File: config.mk
export PLATFORM = sky130hd
export DESIGN_NAME = prio_arb4
export DESIGN_NICKNAME = d
export VERILOG_FILES = /design/src/rtl/prio_arb4.sv
export SDC_FILE = /design/constraint.sdc
export NUM_CORES = 1
export LEC_CHECK = 0
export CAP_MARGIN = 20
export CORE_MARGIN = 3
export CORE_UTILIZATION = 50
export CTS_BUF_LIST = sky130_fd_sc_hd__clkbuf_16
export CTS_CLUSTER_DIAMETER = 150
export DETAILED_ROUTE_END_ITERATION = 12
export HOLD_SLACK_MARGIN = 0.03
export PLACE_DENSITY = 0.82
export SETUP_SLACK_MARGIN = 0.1
export SYNTH_ARGS = -nofsm -noshare
export SYNTH_HDL_FRONTEND = slang
export SYNTH_SLANG_ARGS = --single-unit
File: constraint.sdc
create_clock -name clk -period 2 [get_ports clk]
set_clock_uncertainty 0.1 [all_clocks]
set_input_delay 0.5 -clock clk [delete_from_list [all_inputs] [get_ports clk]]
set_output_delay 0.5 -clock clk [all_outputs]
set_load 0.01 [all_outputs]
File: src/rtl/prio_arb4.sv
// prio_arb4: four-requester arbiter with held grants, release on done/drop/hold limit.
// Optional rotating priority when PRIO_ARB4_RR_EN is defined; fixed 3>2>1>0 otherwise.
//
//   state      | meaning
//   ST_IDLE    | no owner, arbitrate on any request
//   ST_GRANT   | owner latched in gnt_id, grant driven, hold_cnt running
//   ST_RELEASE | one-cycle gap after a grant, arbitrates exactly like IDLE
module prio_arb4 #(
    parameter int HOLD_MAX = 16
) (
    input  logic       clk,
    input  logic       rst,
    input  logic [3:0] req,
    input  logic       done,
    output logic [3:0] gnt,
    output logic [1:0] gnt_id,
    output logic       gnt_valid,
    output logic       timeout
);

    localparam logic [1:0] ST_IDLE    = 2'd0;
    localparam logic [1:0] ST_GRANT   = 2'd1;
    localparam logic [1:0] ST_RELEASE = 2'd2;

    localparam logic [7:0] HOLD_LIM = 8'(HOLD_MAX);

    logic [1:0] state;
    logic [7:0] hold_cnt;
    logic [1:0] winner;
    logic       owner_req;
    logic       hit_lim;
    logic       rel;

`ifdef PRIO_ARB4_RR_EN
    logic [1:0] top_prio;

    // Scan from lowest to highest priority so the highest requester is written last.
    always_comb begin
        logic [1:0] idx;
        winner = 2'd0;
        idx    = 2'd0;
        for (int i = 3; i >= 0; i--) begin
            idx = top_prio - 2'(i);
            if (req[idx]) begin
                winner = idx;
            end
        end
    end
`else
    always_comb begin
        casez (req)
            4'b1???: winner = 2'd3;
            4'b01??: winner = 2'd2;
            4'b001?: winner = 2'd1;
            default: winner = 2'd0;
        endcase
    end
`endif

    // gnt_id is the latched owner while in GRANT.
    assign owner_req = req[gnt_id];
    assign hit_lim   = (HOLD_LIM != 8'd0) && (hold_cnt == HOLD_LIM);
    assign rel       = done | ~owner_req | hit_lim;

    always_ff @(posedge clk) begin
        if (rst) begin
            state     <= ST_IDLE;
            gnt       <= 4'b0000;
            gnt_id    <= 2'b00;
            gnt_valid <= 1'b0;
            timeout   <= 1'b0;
            hold_cnt  <= 8'd0;
`ifdef PRIO_ARB4_RR_EN
            top_prio  <= 2'd3;
`endif
        end else begin
            timeout <= 1'b0;
            case (state)
                ST_GRANT: begin
                    if (rel) begin
                        state     <= ST_RELEASE;
                        gnt       <= 4'b0000;
                        gnt_valid <= 1'b0;
                        hold_cnt  <= 8'd0;
                        // only the hold limit can be behind an exit with done low and req still high
                        timeout   <= ~done & owner_req;
`ifdef PRIO_ARB4_RR_EN
                        top_prio  <= gnt_id - 2'd1;
`endif
                    end else if (hold_cnt != 8'hFF) begin
                        hold_cnt <= hold_cnt + 8'd1;
                    end
                end
                default: begin
                    if (|req) begin
                        state     <= ST_GRANT;
                        gnt       <= 4'b0001 << winner;
                        gnt_id    <= winner;
                        gnt_valid <= 1'b1;
                        hold_cnt  <= 8'd1;
                    end else begin
                        state <= ST_IDLE;
                    end
                end
            endcase
        end
    end

endmodule

== Word-level counts from Yosys, hierarchy flattened ==
Index checks and enable logic that the tools add are counted.

* Flip-flop bits (word level): 18
* Input bits: 7
* Logic and storage cells: 45

* Add/subtract/negate cells: 1
* $lt $le $gt $ge: 1
* Equality and inequality tests: 7
* Shift operators: 1
* Mux-type cells: 16
* Bitwise logic cells: 7
* Reductions and logical operators: 6

{| class="wikitable"
|+ Operators by type and width
! cell !! number
|-
| $mux 8 || 4
|-
| $mux 4 || 3
|-
| $add 8x1->8 const B || 1
|-
| $eq 8x5->1 const B || 1
|-
| $ne 8x8->1 const B || 1
|-
| $pmux 2 s3 || 1
|-
| $reduce_and 2->1 || 3
|-
| $mux 1 || 5
|-
| $eq 2x1->1 const B || 2
|-
| $mux 2 || 2
|-
| $not 1->1 || 4
|-
| $reduce_or 4->1 || 1
|-
| $shl 1x2->4 const A || 1
|-
| $eq 3x1->1 const B || 1
|-
| $lt 2x3->1 const B || 1
|-
| $ne 3x3->1 const B || 1
|-
| $reduce_or 3->1 || 1
|-
| $bmux 1 s2 || 1
|-
| $ne 2x2->1 const B || 1
|-
| $or 1x1->1 || 2
|-
| $reduce_bool 2->1 || 1
|-
| $and 1x1->1 || 1
|}

== Longest topological paths before layout ==
Gate-level depths: netlist of the first run.

* Depth after elaboration: 7
* Mapped depth: 6

== Worst setup path before layout of the first run ==
No wires, ideal clock.

* Path type: input -> register
* From: input req[3]
* To: register hold_cnt[4]
* Arrival: 1.528 ns
* Required time: 1.817 ns
* Setup slack: 0.290 ns
* Stages: 5
* Cell sequence: buf_6 or4_4 nor3_4 a31oi_2 o221ai_1

* Word-level cells in the longest chain between the ends: 7
* Elaborated cells on any way between the ends: 11
* Classes of those cells: eq/ne (1); mux (4); bitwise (3); reduce/logical (3)

{| class="wikitable"
|+ Ends and longest elaborated chain
! item !! RTL line !! RTL
|-
| from (decl) || 13 || <nowiki>input logic [3:0] req,</nowiki>
|-
| $bmux 1 s2 || 61 || <nowiki>assign owner_req = req[gnt_id];</nowiki>
|-
| $mux 1 (implied by the code) || 61 ||
|-
| $not 1->1 || 63 || <nowiki>assign rel = done | ~owner_req | hit_lim;</nowiki>
|-
| $or 1x1->1 (2 in series) || 63 ||
|-
| $ne 3x3->1 (no source line) / $mux 8 (equally long branches) || - ||
|-
| $reduce_and 2->1 (no source line) / $mux 8 (equally long branches) || - ||
|-
| to (signal assigned) || 91 || <nowiki>hold_cnt <= hold_cnt + 8'd1;</nowiki>
|-
| to (decl) || 28 || <nowiki>logic [7:0] hold_cnt;</nowiki>
|}

Several ways; a longest one is shown, not always the timed one. The select of a mux whose other input is x is not followed.
A chain may end at the register's enable or synchronous reset.

== Worst setup path in the final report of the first run ==
* From: input done
* To: register hold_cnt[0]

* Word-level cells in the longest chain between the ends: 4
* Elaborated cells on any way between the ends: 6
* Classes of those cells: eq/ne (1); mux (2); bitwise (2); reduce/logical (1)

{| class="wikitable"
|+ Ends and longest elaborated chain
! item !! RTL line !! RTL
|-
| from (decl) || 14 || <nowiki>input logic done,</nowiki>
|-
| $or 1x1->1 * (2 in series) || 63 ||
|-
| $ne 3x3->1 (no source line) / $mux 8 (equally long branches) || - ||
|-
| $reduce_and 2->1 (no source line) / $mux 8 (equally long branches) || - ||
|}

Every way passes the cells marked *; elsewhere a longest branch is shown, timed or not.

==> reports/results.tsv, run 1 <==
stage	metric	value	unit
cts	CTS Sinks	18	
drt	post-route ant nets	0	
cts	number of buffers created by CTS	3	
synthesis	Synth Area in Adders	0.0256	
global_routing	vias in the first global route	922	
min_path	path type of the worst min-delay path	register to register	
floorplan	Die Y	50.2	um
power	Peak VDD IR	0.000509	V
cells_and_area	Nets	156	
power	NetSw	254	uW
timing	Final Cycle Share	0.959	
job	max cap viols	0	
cells_and_area	number of diodes	0	
cts	Hold-fix buffers, CTS	0	
setup_path	CP Class	primary input to register	
synthesis	post-synthesis instance area	977	sq um
setup_path	critical path cell sequence	clkdlybuf4s50_1 > or2_1 > o22ai_4 > buf_4 > a31oi_1 > a311oi_1	
min_path	worst hold path depth	2	
floorplan	starting density of the core	0.548	
timing	Final Hold Vio Count	0	
drt	vias	1040	
timing	final setup vio count	0	
setup_path	CP Capture Type	register	
synthesis	main combinational cell family by area after synthesis	compound AO/OA/AOI/OAI gates	
timing	Max Fclk	521	MHz
synthesis	#FFs+latches synth	18	
place	number of I/O port buffers	14	
drt	DRT iter0 DRCs	15	
drt	Detailed Route WL	2.69	mm
power	P_leak	0.000485	uW
setup_path	R2R cell count	6	
global_routing	initial antenna violation count	0	
floorplan	# IOs	15	
synthesis	Avg Cell Area, Syn	8.21	sq um
synthesis	syn_nets	128	
floorplan	Core Area	1780	sq um
synthesis	Synth Area in Compound Gates	0.265	
status	status	finished, final reports clean	
setup_path	Crit-path slowest cell	clkdlybuf4s50_1	
synthesis	sequential fraction of the synthesis area	0.369	
cells_and_area	Layout area overhead	38.2	%
setup_path	data required time of the worst path	2.03	ns
power	total power divided by cell area	731	nW/um^2
synthesis	XOR/XNOR Fraction of Synth Area	0	
drt	first-pass iteration count of the detailed router	4	
cts	CTS tree	yes	
setup_path	slowest cell delay on critical path	0.41	ns
timing	final slew viol count	0	
global_routing	gr ovfl total	0	
cells_and_area	layout cell share with drive strength beyond 1	0.199	
power	internal power	733	uW
place	Post-DP HPWL	1.74	mm
cells_and_area	fillers	139	
floorplan	DIE WIDTH	50.2	um
place	GPL Wtd Cong	0.856	
drt	Via density	6.08	
synthesis	count of cell types in the netlist	39	
synthesis	post-synthesis mux area share	0.0205	
setup_path	critical path arrival	1.95	ns
timing	clock period minus worst slack	1.92	ns
global_routing	largest net degree at the start of global routing	11	
cells_and_area	area occupied by multi-input gates	597	sq um
floorplan	Rows	15	
drt	routed length per instance	15.7	um
floorplan	die area	2520	sq um
synthesis	Syn Inst Count	119	
timing	Worst-Margin Slew	0.368	ns
global_routing	GRT Util Overall	0.203	
timing	unrepaired setup endpoints after global routing	yes	
power	Clk network pwr share	0.410	
cts	CTS root buf	clkbuf_16	
cts	H-tree depth	1	
power	Power Total	987	uW
timing	worst hold slack	0.397	ns
cts	Skew-Pair Late Insertion Delay	0.25	ns
cts	Max Root-Sink Buffers	2	
timing	setup TNS	0	ns
synthesis	simple-gate share of the synthesized area	0.252	
setup_path	critical path fanouts, max	5	
setup_path	startpoint types	primary input	
power	Sw Ratio	0.257	
power	Seq pwr share	0.396	
cells_and_area	Register Area	360	sq um
global_routing	first-pass GRT wire length	3.93	mm
synthesis	Warnings, synthesis	0	
power	Comb power frac	0.194	
timing	Slew Limit Headroom	0.755	
drt	# DRC	0	
cts	Clock Pin Slew Worst Setup and Hold Paths	0.05	ns
==> synth_stat cells (all sizes together) <==
master | instances | area share
dfxtp | 18 | 0.37
o211ai | 1 | 0.0077
o2111ai | 1 | 0.0090
a211oi | 6 | 0.051
o221ai | 4 | 0.036
a32oi | 1 | 0.0090
nand2b | 2 | 0.013
a21oi | 5 | 0.026
mux2i | 2 | 0.020
inv | 10 | 0.038
nor2b | 3 | 0.019
nor4b | 1 | 0.0090
nor3 | 3 | 0.027
o22ai | 3 | 0.026
nor4 | 1 | 0.0064
clkbuf | 3 | 0.013
nand3 | 6 | 0.031
and3 | 2 | 0.013
or2 | 1 | 0.0064
nor2 | 9 | 0.035
a31oi | 3 | 0.026
buf | 2 | 0.017
or4 | 2 | 0.019
nand4 | 3 | 0.019
a311oi | 2 | 0.024
ha | 2 | 0.026
or3 | 1 | 0.0064
nand2 | 11 | 0.042
and2 | 1 | 0.0064
o21ai | 10 | 0.051
==> registers in the layout, summed over array words and instances, names as in the netlist <==
signal     cells
gnt            4
state          2
gnt_id         2
timeout        1
gnt_valid      1
hold_cnt       8
==> power by group through the flow <==
stage / sequential [uW] / combinational, uW / clock (uW)
final: 391 / 191 / 404
after global routing: 394 / 207 / 432
after CTS: 390 / 167 / 404
after detailed placement: 397 / 167 / 0
after global placement: 396 / 164 / 0
after floorplan: 400 / 84.6 / 0
==> final timing paths <==
check,endpoint,slack [ns],startpoint
setup / recovery,hold_cnt[0]$_SDFFE_PP0P_,0.08,done
hold / removal,gnt[2]$_SDFFE_PP0P_,0.40,gnt[2]$_SDFFE_PP0P_
setup reg to reg,hold_cnt[5]$_SDFFE_PP0P_,0.19,hold_cnt[0]$_SDFFE_PP0P_
hold reg to reg,gnt[2]$_SDFFE_PP0P_,0.40,gnt[2]$_SDFFE_PP0P_
==> timing repair <==
item                       CTS  global route
setup endpoints to repair    9            12
gates resized for setup      2             9
setup buffers                0             2
hold endpoints to repair     0             0
pin swaps                    1             1
==> kinds of logic (layout without fill, tap and decap cells) <==
group,count (synthesis),in the layout
compound gates,36,36
fa+ha+maj,2,2
buf+inv,15,42
flops,18,18
mux,2,2
simple gates,46,46
==> cell type report <==
| class | instances | share of cell area |
|---|---|---|
| Multi-Input combinational cell | 86 | 0.442 |
| Sequential cell | 18 | 0.267 |
| Timing Repair Buffer | 28 | 0.182 |
| Clock buffer | 3 | 0.0556 |
| Inverter | 10 | 0.0278 |
| Tap cell | 25 | 0.0232 |
| Clock inverter | 1 | 0.00278 |
==> layer usage <==
layer  GRT usage  vias up  routed length (um)
li1            -      496                   -
met3      0.0445        7                 111
met2       0.363       29                1360
met1       0.230      508                1150
met4      0.0829        0                  70
met5           0        -                   0
==> worst max-delay path: cells and delay by family <==
family	cells	cell delay, ns
simple gates	1	0.25
buf+inv	2	0.57
compound gates	3	0.62
==> cells in the final DEF, fill, tap and decap left out, types with 3 or more instances in the layout <==
cell type	instances
o21ai_0	8
a211oi_1	5
nand2_1	10
inv_1	10
clkdlybuf4s50_1	11
nand3_1	5
nor2b_1	3
dfxtp_1	18
nor2_1	9
a21oi_1	5
clkbuf_16	3
buf_4	14
nand4_1	3
==> per-stage QoR <==
step	instances	setup slack (ns)	area [sq um]	utilization
floorplan	119	0.290	977	-
global placement	165	-0.166	1210	0.679
detailed placement	165	-0.224	1210	0.679
CTS	169	0.0842	1290	0.721
global route	171	0.0284	1350	0.757
finish	171	0.0820	1350	0.757
(Power assumes the default switching activity.)
==> run 2, diff against run 1 <==
--- a/config.mk
+++ b/config.mk
@@ -10,6 +10,7 @@
 export CORE_UTILIZATION = 50
 export CTS_BUF_LIST = sky130_fd_sc_hd__clkbuf_16
 export CTS_CLUSTER_DIAMETER = 150
+export CTS_CLUSTER_SIZE = 25
 export DETAILED_ROUTE_END_ITERATION = 12
 export HOLD_SLACK_MARGIN = 0.03
 export PLACE_DENSITY = 0.82
==> results of run 2 <==
Final layout, timing and power as in run 1 (identical DEF).
==> run 3, diff against run 2 <==
--- a/config.mk
+++ b/config.mk
@@ -6,6 +6,7 @@
 export NUM_CORES = 1
 export LEC_CHECK = 0
 export CAP_MARGIN = 20
+export CORE_ASPECT_RATIO = 1.2
 export CORE_MARGIN = 3
 export CORE_UTILIZATION = 50
 export CTS_BUF_LIST = sky130_fd_sc_hd__clkbuf_16
==> run 3 against run 2 <==
Sequential cell count is the same. Utilization shrank 1.3 points. Critical path depth shrank 1. Via count shrank 5.0%. Sequential power is essentially flat. Critical endpoint is now hold_cnt[6]$_SDFFE_PP0P_. Register-to-register slack gained 0.08 ns. Maximum frequency grew 5.1%. Non-clock buffer count shrank 1. Critical path type unchanged. Power shrank 2.4%. Setup slack gained 0.093 ns. Global-route usage grew 2.9 points.
==> reports/results.tsv, run 3 (synthesis results as in run 1) <==
stage	metric	value	unit
global_routing	gr ovfl total	0	
floorplan	starting density of the core	0.561	
setup_path	CP Class	primary input to register	
setup_path	Reg-to-Reg Start	hold_cnt[0]$_SDFFE_PP0P_	
timing	final slew viol count	0	
setup_path	data required time of the worst path	2.07	ns
floorplan	Core Area	1740	sq um
power	Sw Ratio	0.249	
cts	CTS Sinks	18	
cts	number of buffers created by CTS	3	
cts	postcts setup bufs	0	
cells_and_area	Final Non-Filler Cells	163	
cts	H-tree depth	1	
cells_and_area	Regs by FF count	hold_cnt: 8 flops, gnt: 4 flops	
drt	vias	988	
min_path	Hold Crit Start	gnt[2]$_SDFFE_PP0P_	
timing	final setup vio count	0	
setup_path	Crit-path slowest cell	or4_4	
cells_and_area	layout cell share with drive strength beyond 1	0.159	
drt	routed length per instance	15.0	um
cts	CTS tree	yes	
setup_path	critical path fanouts, max	6	
min_path	hold path endpoint	gnt[2]$_SDFFE_PP0P_	
power	NetSw	240	uW
cts	Hold-fix buffers, CTS	0	
cells_and_area	most frequent cells in the layout	18 x dfxtp_1, 13 x buf_4, 11 x nand2_1	
global_routing	first-pass GRT wire length	4.20	mm
setup_path	worst r2r dst	hold_cnt[7]$_SDFFE_PP0P_	
setup_path	startpoint types	primary input	
power	Power Total	963	uW
setup_path	Reg2Reg Setup Slack	0.27	ns
timing	Worst-Margin Slew	0.454	ns
cts	CTS root buf	clkbuf_16	
cells_and_area	max reg flops	8	
global_routing	GRT Util Overall	0.232	
place	number of I/O port buffers	14	
floorplan	# IOs	15	
floorplan	die area	2520	sq um
timing	setup TNS	0	ns
drt	DRT iter0 DRCs	19	
setup_path	R2R cell count	7	
cells_and_area	Nets	155	
timing	clock period minus worst slack	1.82	ns
power	internal power	723	uW
place	Post-DP HPWL	1.80	mm
power	Comb power frac	0.179	
timing	unrepaired setup endpoints after global routing	no	
place	Placed Area	1210	sq um
floorplan	DIE WIDTH	46.4	um
drt	Via density	6.06	
power	total power divided by cell area	743	nW/um^2
power	P_leak	0.000469	uW
cells_and_area	fillers	125	
timing	worst hold slack	0.367	ns
floorplan	Die Y	54.4	um
timing	Final Cycle Share	0.912	
setup_path	critical path arrival	1.89	ns
cells_and_area	commonest non-fill, non-tap cell in the layout	dfxtp_1	
cells_and_area	Layout area overhead	32.7	%
global_routing	initial antenna violation count	0	
drt	first-pass iteration count of the detailed router	4	
cts	Max Root-Sink Buffers	2	
setup_path	critical path cell sequence	dlygate4sd2_1 > or4_4 > nor3_4 > a31oi_4 > o221ai_1	
global_routing	largest net degree at the start of global routing	11	
floorplan	Rows	16	
power	Seq pwr share	0.405	
power	Clk network pwr share	0.416	
cts	Clock Pin Slew Worst Setup and Hold Paths	0.05	ns
min_path	path type of the worst min-delay path	register to register	
min_path	worst hold path depth	2	
place	Placed Cells	159	
cells_and_area	Biggest register	hold_cnt	
cells_and_area	number of diodes	0	
setup_path	CP Capture Type	register	
drt	Detailed Route WL	2.44	mm
timing	Final Hold Vio Count	0	
setup_path	slowest cell delay on critical path	0.57	ns
power	Peak VDD IR	0.000665	V
cells_and_area	fin area	1300	sq um
cts	Skew-Pair Late Insertion Delay	0.25	ns
global_routing	vias in the first global route	953	
drt	# DRC	0	
place	GPL Wtd Cong	0.838	
timing	Slew Limit Headroom	0.693	
status	status	finished, final reports clean	
timing	Max Fclk	548	MHz
drt	post-route ant nets	0	
job	max cap viols	0	
-- run 3: cell types whose count changed in the layout (fill, tap and decap cells not counted), sizes merged --
| cell | previous run | this run |
|---|---|---|
| buf | 14 | 13 |
| clkdlybuf4s50 | 11 | 10 |
| dlymetal6s2s | 1 | 0 |
| dlygate4sd2 | 2 | 4 |
-- run 3: through the flow --
step           worst slack (ns)  utilization
2_1_floorplan             0.290            -
3_3_place_gp             -0.144        0.694
3_5_place_dp             -0.200        0.694
4_1_cts                   0.168        0.741
5_1_grt                   0.115        0.744
6_report                  0.175        0.744
-- run 3: final cells by class --
type                    count  area (sq um)  share of cell area
clock inverters             1          3.75             0.00290
clock buffers               3          75.1              0.0579
multi-input cells          86           564               0.435
repair buffers             27           233               0.180
inverters                  10          37.5              0.0290
well taps                  18          22.5              0.0174
flip-flops and latches     18           360               0.278
-- run 3: timing repair --
item,4_1_cts,5_1_grt
gates resized for setup,5,1
gates cloned,0,0
hold endpoints to repair,0,0
endpoints found under the setup margin,6,2
pin swaps,3,1
-- run 3: power groups by stage --
stage	clock [uW]	sequential, uW	combinational, uW
3_3_place_gp	0	396	164
3_5_place_dp	0	397	169
5_1_grt	431	391	191
6_report	401	390	173
4_1_cts	406	390	170
2_1_floorplan	0	400	84.6
-- run 3: per-layer routing --
| layer | up-vias | global-route usage | wire, um |
|---|---|---|---|
| met3 | 7 | 0.0428 | 110 |
| li1 | 499 | - | - |
| met1 | 454 | 0.271 | 1050 |
| met2 | 28 | 0.388 | 1220 |
| met5 | - | 0 | 0 |
| met4 | 0 | 0.137 | 61 |
-- run 3: worst max path at each step --
| stage | slack [ns] | to | from | cells after the start |
|---|---|---|---|---|
| floorplan | 0.29 | hold_cnt[4]$_SDFFE_PP0P_ | req[3] | 5 |
| global placement | -0.14 | hold_cnt[3]$_SDFFE_PP0P_ | req[3] | 5 |
| detailed placement | -0.20 | hold_cnt[6]$_SDFFE_PP0P_ | req[3] | 5 |
| CTS | 0.17 | hold_cnt[0]$_SDFFE_PP0P_ | done | 6 |
| global route | 0.12 | gnt_valid$_SDFFE_PP0P_ | done | 6 |
| finish | 0.18 | hold_cnt[6]$_SDFFE_PP0P_ | req[1] | 5 |
-- run 3: critical path, delay by kind of cell --
kind                   cells  cell delay, ns
AND/OR/NAND/NOR            2            0.82
AO/OA/AOI/OAI              2            0.30
buffers and inverters      1            0.27
